`src/rtl/addsub_seq.sv`:
```
//==============================================================================
// Module   : addsub_seq
// Purpose  : Multi-cycle add/subtract, one CHUNK-bit slice per cycle, with
//            RV64 word mode and valid/ready handshakes on both sides.
//            Optional signed-overflow output: define YSYX_2022040010_ADD_OVF_EN.
// Revision : 1.0
//==============================================================================
`timescale 1ns/1ps
`default_nettype none

module addsub_seq #(
    parameter int WIDTH = 64,
    parameter int CHUNK = 16
) (
    input  logic             clk,
    input  logic             rst,
    input  logic             in_valid,
    output logic             in_ready,
    input  logic [WIDTH-1:0] in_a,
    input  logic [WIDTH-1:0] in_b,
    input  logic             in_c,
    input  logic             sub,
    input  logic             alu_32,
    output logic             out_valid,
    input  logic             out_ready,
    output logic [WIDTH-1:0] out_s,
    output logic             out_c
`ifdef YSYX_2022040010_ADD_OVF_EN
    ,
    output logic             out_ovf
`endif
);

    localparam int c_N_FULL = WIDTH / CHUNK;
    localparam int c_N_HALF = c_N_FULL / 2;
    localparam int c_HALF   = WIDTH / 2;
    localparam int c_IDXW   = (c_N_FULL > 1) ? $clog2(c_N_FULL) : 1;
    localparam logic [c_IDXW-1:0] c_LAST_FULL = c_IDXW'(c_N_FULL - 1);
    localparam logic [c_IDXW-1:0] c_LAST_HALF = c_IDXW'(c_N_HALF - 1);

    typedef enum logic [1:0] {
        S_IDLE = 2'd0,
        S_RUN  = 2'd1,
        S_DONE = 2'd2
    } state_t;

    state_t              r_state;
    state_t              w_state_next;
    logic [WIDTH-1:0]    r_a;
    logic [WIDTH-1:0]    r_b;
    logic [WIDTH-1:0]    r_s;
    logic                r_carry;
    logic                r_mode;
    logic [c_IDXW-1:0]   r_idx;
    logic [WIDTH-1:0]    r_out_s;
    logic                r_out_c;

    logic [CHUNK-1:0]    w_a_chunk;
    logic [CHUNK-1:0]    w_b_chunk;
    logic [CHUNK:0]      w_sum;
    logic                w_last;
    logic [WIDTH-1:0]    w_s_next;
    logic [WIDTH-1:0]    w_result;

    // ---------------------------------------------------------------- FSM
    always_ff @(posedge clk) begin
        if (rst) begin
            r_state <= S_IDLE;
        end else begin
            r_state <= w_state_next;
        end
    end

    always_comb begin
        w_state_next = r_state;
        case (r_state)
            S_IDLE:  if (in_valid) w_state_next = S_RUN;
            S_RUN:   if (w_last)   w_state_next = S_DONE;
            S_DONE:  if (out_ready) w_state_next = S_IDLE;
            default: w_state_next = S_IDLE;
        endcase
    end

    // ---------------------------------------------------------------- slice adder
    assign w_a_chunk = r_a[r_idx*CHUNK +: CHUNK];
    assign w_b_chunk = r_b[r_idx*CHUNK +: CHUNK];
    assign w_sum     = {1'b0, w_a_chunk} + {1'b0, w_b_chunk} + (CHUNK+1)'(r_carry);
    assign w_last    = (r_idx == (r_mode ? c_LAST_HALF : c_LAST_FULL));

    always_comb begin
        w_s_next = r_s;
        w_s_next[r_idx*CHUNK +: CHUNK] = w_sum[CHUNK-1:0];
    end

    // Word mode result is the low half sign-extended; upper bits of r_s are don't-care.
    assign w_result = r_mode ? {{c_HALF{w_s_next[c_HALF-1]}}, w_s_next[c_HALF-1:0]}
                             : w_s_next;

`ifdef YSYX_2022040010_ADD_OVF_EN
    logic [CHUNK-1:0] w_low;
    logic             w_cin_msb;
    logic             r_out_ovf;

    // Carry into the top bit of the current slice, i.e. into the active MSB on the last slice.
    assign w_low     = {1'b0, w_a_chunk[CHUNK-2:0]} + {1'b0, w_b_chunk[CHUNK-2:0]}
                     + CHUNK'(r_carry);
    assign w_cin_msb = w_low[CHUNK-1];

    always_ff @(posedge clk) begin
        if (rst) begin
            r_out_ovf <= 1'b0;
        end else if (r_state == S_RUN && w_last) begin
            r_out_ovf <= w_cin_msb ^ w_sum[CHUNK];
        end
    end

    assign out_ovf = r_out_ovf;
`endif

    // ---------------------------------------------------------------- datapath
    always_ff @(posedge clk) begin
        if (rst) begin
            r_a     <= '0;
            r_b     <= '0;
            r_s     <= '0;
            r_carry <= 1'b0;
            r_mode  <= 1'b0;
            r_idx   <= '0;
            r_out_s <= '0;
            r_out_c <= 1'b0;
        end else begin
            case (r_state)
                S_IDLE: begin
                    if (in_valid) begin
                        r_a     <= in_a;
                        r_b     <= sub ? ~in_b : in_b;
                        r_carry <= in_c ^ sub;
                        r_mode  <= alu_32;
                        r_idx   <= '0;
                    end
                end
                S_RUN: begin
                    r_s     <= w_s_next;
                    r_carry <= w_sum[CHUNK];
                    r_idx   <= r_idx + c_IDXW'(1);
                    if (w_last) begin
                        r_out_s <= w_result;
                        r_out_c <= w_sum[CHUNK];
                    end
                end
                default: ;
            endcase
        end
    end

    assign in_ready  = (r_state == S_IDLE) & ~rst;
    assign out_valid = (r_state == S_DONE);
    assign out_s     = r_out_s;
    assign out_c     = r_out_c;

endmodule

`default_nettype wire

```
`config.mk`:
```
export PLATFORM = sky130hd
export DESIGN_NAME = addsub_seq
export DESIGN_NICKNAME = d
export VERILOG_FILES = /design/src/rtl/addsub_seq.sv
export SDC_FILE = /design/constraint.sdc
export NUM_CORES = 1
export LEC_CHECK = 0
export ABC_AREA = 1
export BUFFER_PORTS_ARGS = -buffer_cell sky130_fd_sc_hd__buf_2
export CELL_PAD_IN_SITES_DETAIL_PLACEMENT = 1
export CELL_PAD_IN_SITES_GLOBAL_PLACEMENT = 1
export CORE_ASPECT_RATIO = 0.6
export CORE_MARGIN = 8
export CORE_UTILIZATION = 37
export DETAILED_ROUTE_END_ITERATION = 8
export GPL_TIMING_DRIVEN = 0
export PLACE_DENSITY_LB_ADDON = 0.1
export SYNTH_ARGS = -nofsm -noshare
export SYNTH_HDL_FRONTEND = slang
export SYNTH_SLANG_ARGS = --single-unit
```
`constraint.sdc`:
```
create_clock -name clk -period 2.9 [get_ports clk]
set_input_delay 0.87 -clock clk [delete_from_list [all_inputs] [get_ports clk]]
set_output_delay 0.87 -clock clk [all_outputs]
set_load 0.05 [all_outputs]
```
## Yosys cells after proc, flatten, opt, wreduce, memory -nomap -nowiden

Cells that the tools add are included.

- Register bits after elaboration: 263
- Input bits: 135
- Output and inout port bits: 67
- Word-level logic and storage cells: 45

- $add $sub $neg: 4
- Eq/ne operators: 6
- Shift-type cells: 4
- Multiplexer cells: 12
- Bitwise logic cells: 4
- Reductions and logical operators: 6

Operators with widths:

| operator | number |
|---|---|
| 2-to-1 mux 64 bit | 2 |
| variable part select 64 x 7 -> 16 bit | 2 |
| bitwise mux 64 bit | 1 |
| NOT 64 bit | 1 |
| variable shift 16 x 34 -> 64 bit, first input constant | 1 |
| variable part select 16 x 34 -> 64 bit | 1 |
| negator 6 -> 34 bit | 1 |
| adder 16 x 16 -> 17 bit | 1 |
| adder 17 x 1 -> 17 bit | 1 |
| 2-to-1 mux 2 bit | 5 |
| one-hot mux 2 bit (3 select lines) | 1 |
| AND reduction 2 bit | 3 |
| inequality test 2 bit, second input constant | 2 |
| one-hot mux 2 bit (2 select lines) | 1 |
| AND reduction 3 bit | 1 |
| adder 2 x 1 -> 2 bit, second input constant | 1 |
| equality test 2 x 1 -> 1 bit, second input constant | 1 |
| equality test 2 bit | 1 |
| equality test 2 bit, second input constant | 1 |
| zero test 2 bit | 1 |
| inequality test 2 x 1 -> 1 bit, second input constant | 1 |
| one-hot mux 1 bit (2 select lines) | 1 |
| nonzero test 2 bit | 1 |
| AND 1 bit | 1 |
| 3 further kinds | 3 |

## Depth between registers and ports, before layout

- Word-level depth: 6
- Mapped depth: 21
- Depth with buffers taken out: 19

## Worst setup path before layout

Ideal clock, no wire load.

- Kind: input to output
- Start point: input rst
- End point: output in_ready
- Arrival: 2,311 ps
- Data required time: 2,030 ps
- Slack: -281 ps
- Cell stages on the path: 3
- Path buffers: 2
- Cell sequence: clkbuf_1 -> buf_1 -> nor3_1

- Word-level cells in the longest chain between the ends: 2

RTL lines:

| what | RTL line | RTL |
|---|---|---|
| start, declared | 16 | `input logic rst,` |
| NOT 1 bit | 156 | `assign in_ready = (r_state == S_IDLE) & ~rst;` |
| AND 1 bit | 156 |  |
| end, declared | 18 | `output logic in_ready,` |

Every way passes these cells.

## Final worst setup path

- Start point: register r_idx[0]
- End point: register r_out_s[43], in the netlist out_s[43]

- Word-level cells in the longest chain between the ends: 6

RTL lines:

| what | RTL line | RTL |
|---|---|---|
| start, declared | 54 | `logic [c_IDXW-1:0] r_idx;` |
| start signal, assigned | 145 | `r_idx <= r_idx + c_IDXW'(1);` |
| variable part select 64 x 7 -> 16 bit (on tied branches) | 85, 86 |  |
| adder 16 x 16 -> 17 bit | 87 | `assign w_sum = {1'b0, w_a_chunk} + {1'b0, w_b_chunk} + (CHUNK+1)'(r_carry);` |
| adder 17 x 1 -> 17 bit | 87 |  |
| variable part select 16 x 34 -> 64 bit | 92 | `w_s_next[r_idx*CHUNK +: CHUNK] = w_sum[CHUNK-1:0];` |
| bitwise mux 64 bit | 92 |  |
| 2-to-1 mux 64 bit | 96 | `assign w_result = r_mode ? {{c_HALF{w_s_next[c_HALF-1]}}, w_s_next[c_HALF-1:0]}` |
| end signal, assigned | 147 | `r_out_s <= w_result;` |
| end, declared | 55 | `logic [WIDTH-1:0] r_out_s;` |

Several ways; a longest one is shown, not always the timed one.
A chain may end at the register's enable or synchronous reset.

==> impl_metrics.yaml <==
outcome:
  status: "complete, but fails checks"
  failed_checks: "setup timing"
logic_synthesis:
  synthArstFlopShare: 0
  synthTopCellsByCount: "nor2_1 (379), dfxtp_1 (263), o21ai_0 (262)"
  netlist_area_sq_mm: 0.0128
  syn_avg_cell_area_sq_um: 7.12
  synth-seq-cells: 263
  synth_cells: 1800
  ys_warn_count: 0
  yosys.area.top_type_share: 0.411
  synth_fp_nets: 1957
  synth_ff_type: "dfxtp_1"
  synth_edf_count: 0
  yosysTopAreaCell: "dfxtp_1"
  synth_most_common_cell: "nor2_1"
  synthTopCellsByArea: "dfxtp_1 (41%), nor2_1 (11%), o21ai_0 (10%)"
  ys_types: 35
  synth_seq_area_share: 0.411
clock_network:
  path_clk_slew_ns: 0.07
  hold_buffers: 0
  cts_made_buffers: 28
  cts_sinks: 263
  cts_max_level: 1
  clk_path_buf_depth: 3
  cts_tree: "built"
  clk_latency_ns: 0.58
  cts_root_buffer: "clkbuf_16"
worst_setup_path:
  worst_setup_path_end_kind: "flop"
  crit_required_ns: 3.37
  rr_endpoint: "out_s[43]"
  cp-start-kind: "flop"
  cp_slowest_stage_delay_ns: 0.39
  regToRegStartpoint: "r_idx[0]"
  crit_path_max_fanout: 6
  arrival_ns: 3.64
  r2r_cells: 18
  critPathKind: "flop to flop"
  crit_chain: "clkinv_8 -> clkbuf_16 -> buf_4 -> buf_6 -> nor2_4 -> o22ai_4 -> ha_4 -> nand2_1 -> nand3_2 -> buf_4 -> nand3_1 -> nand3_1 -> nand2_1 -> nand2_4 -> nand3_1 -> o21ai_1 -> a21oi_1 -> a21oi_2"
  crit_path_top_delay_cell: "dfxtp_4"
  rrSetupSlack_ns: -0.27
  path_common_cell: "nand3_1"
sta:
  hold_violations: 0
  finalWorstSetupSlack_ns: -0.269
  fin_crit_sh: 1.09
  setup_viol: 102
  slew_headroom: 0.338
  worstMarginPinSlew_ns: 0.993
  period_needed_ns: 3.17
  finalClockSkew_ns: 0.0242
  max_freq_ghz: 0.316
  rsz0062_at_grt: "yes"
  drv_slew: 0
power_and_ir_drop:
  p_leak_nw: 8.13
  p_per_area_mw_per_mm2: 651
  vdd_drop_max_mv: 0.536
  finalPower_w: 0.0120
drt:
  vias: 14200
  wire_per_inst_um: 22.7
  initialDrtViolationCount: 1273
  firstDrtPassIters: 5
  detail-route-antenna-nets: 0
  viasPerCell: 5.48
  wl_mm: 58.8
  drc: 0
global_routing:
  gr-total-overflow: 0
  first_global_vias: 14300
  grt_max_degree: 16
  grt_first_pass_wirelength_mm: 86.2
  antenna_found_initial: 1
  grt_use_total: 0.268
floorplan:
  fp.dieW_um: 256
  rows: 52
  pin_count: 202
  coreArea_sq_mm: 0.0339
  initial_core_util: 0.378
  die_h_um: 160
  die_area_sq_mm: 0.0410
min_path:
  hold_end: "r_a[36]"
  hp-class: "flop to flop"
  whs_path_depth: 2
  hold_start: "r_a[36]"
layout:
  final_core_util: 0.543
  syn2layout_area_growth_pct: 43.6
  diodes: 0
  drive_gt1_frac: 0.329
  final_nets: 2264
  nFillCells: 4153
place:
  hpwl_mm: 42.2
  io_buffers: 200
  finalWeightedCongestion: 0.933
job:
  max_cap_violations: 0
layout by cell type, fill, tap and decap left out, types with 27 or more instances in the layout:
cell type    n
nand2_2     39
buf_4       52
buf_2      216
a211oi_1    65
o21ai_2     40
a21oi_2     42
a21oi_1     58
inv_1      186
dfxtp_1    261
clkbuf_1    76
clkbuf_16   35
xnor2_1     64
o21ai_0    153
nand2_1     94
o21ai_1     58
nor2_4      27
nor2_1     334
stage by stage:
stage / hold slack (ns) / std cells / cell area, sq um / worst slack [ns] / TNS, ns
2_1_floorplan: 0.450 / 1800 / 12800 / 0.0886 / 0
3_3_place_gp: 0.464 / 2459 / 14400 / -1.48 / -137.60
3_5_place_dp: 0.471 / 2459 / 14400 / -1.54 / -139.64
4_1_cts: 0.487 / 2566 / 17700 / -0.211 / -4.78
5_1_grt: 0.504 / 2585 / 18400 / -0.351 / -19.60
6_report: 0.496 / 2585 / 18400 / -0.269 / -13.13
per-layer routing:
layer  GRT usage  share of wire  up-vias
met3      0.0768          0.087      108
met5           0              0        -
met1       0.376           0.46     6965
li1            -              -     6511
met2       0.396           0.42      572
met4      0.0712          0.027        0
registers in the layout, summed over array words and instances (netlist names):
register  flops
r_a          64
r_carry       1
out_c         1
r_mode        1
r_s          64
r_idx         2
out_s        64
r_state       2
r_b          64
what timing repair did:
item | CTS | global route
gates cloned | 5 | 1
pin swaps | 93 | 103
resized for setup | 464 | 167
buffers inserted | 55 | 25
endpoints found under the setup margin | 131 | 117
critical path: cells and delay by family, from the launching register on:
| family | cells | cell delay (ns) |
|---|---|---|
| simple gates | 8 | 0.85 |
| compound gates | 4 | 0.79 |
| buf+inv | 5 | 0.73 |
| flops | 1 | 0.39 |
| fa+ha+maj | 1 | 0.28 |
final cells by class:
type | count | area, sq um | share of cell area
Buffer | 122 | 787 | 0.0428
Inverter | 203 | 781 | 0.0424
Tap cell | 459 | 574 | 0.0312
Sequential cell | 263 | 5270 | 0.287
Timing Repair Buffer | 281 | 1840 | 0.100
Clock buffer | 35 | 767 | 0.0417
Clock inverter | 14 | 161 | 0.00877
Multi-Input combinational cell | 1208 | 8220 | 0.447
cell families after synthesis:
| group | count (synthesis) | synth area share |
|---|---|---|
| XOR/XNOR | 72 | 0.0492 |
| AO/OA/AOI/OAI | 506 | 0.225 |
| buffers and inverters | 329 | 0.0999 |
| AND/OR/NAND/NOR | 608 | 0.192 |
| flip-flops | 263 | 0.411 |
| adder cells (fa/ha/maj) | 22 | 0.0227 |
worst max path at each step:
| stage | depth (start not counted) | end | startpoint |
|---|---|---|---|
| floorplan | 15 | out_s[56] | r_idx[0] |
| global placement | 15 | out_s[53] | r_idx[0] |
| detailed placement | 15 | out_s[53] | r_idx[0] |
| CTS | 20 | out_s[62] | r_idx[0] |
| global route | 21 | out_s[61] | r_idx[1] |
| finish | 18 | out_s[43] | r_idx[0] |
power by group:
group | switching, W | leakage (nW) | internal (W) | total, W
combinational | 0.00253 | 5.52 | 0.00161 | 0.00414
sequential | 0.000204 | 2.16 | 0.00389 | 0.00409
clock | 0.00168 | 0.452 | 0.00207 | 0.00375
Note: power is estimated with default switching activity, not from simulation.
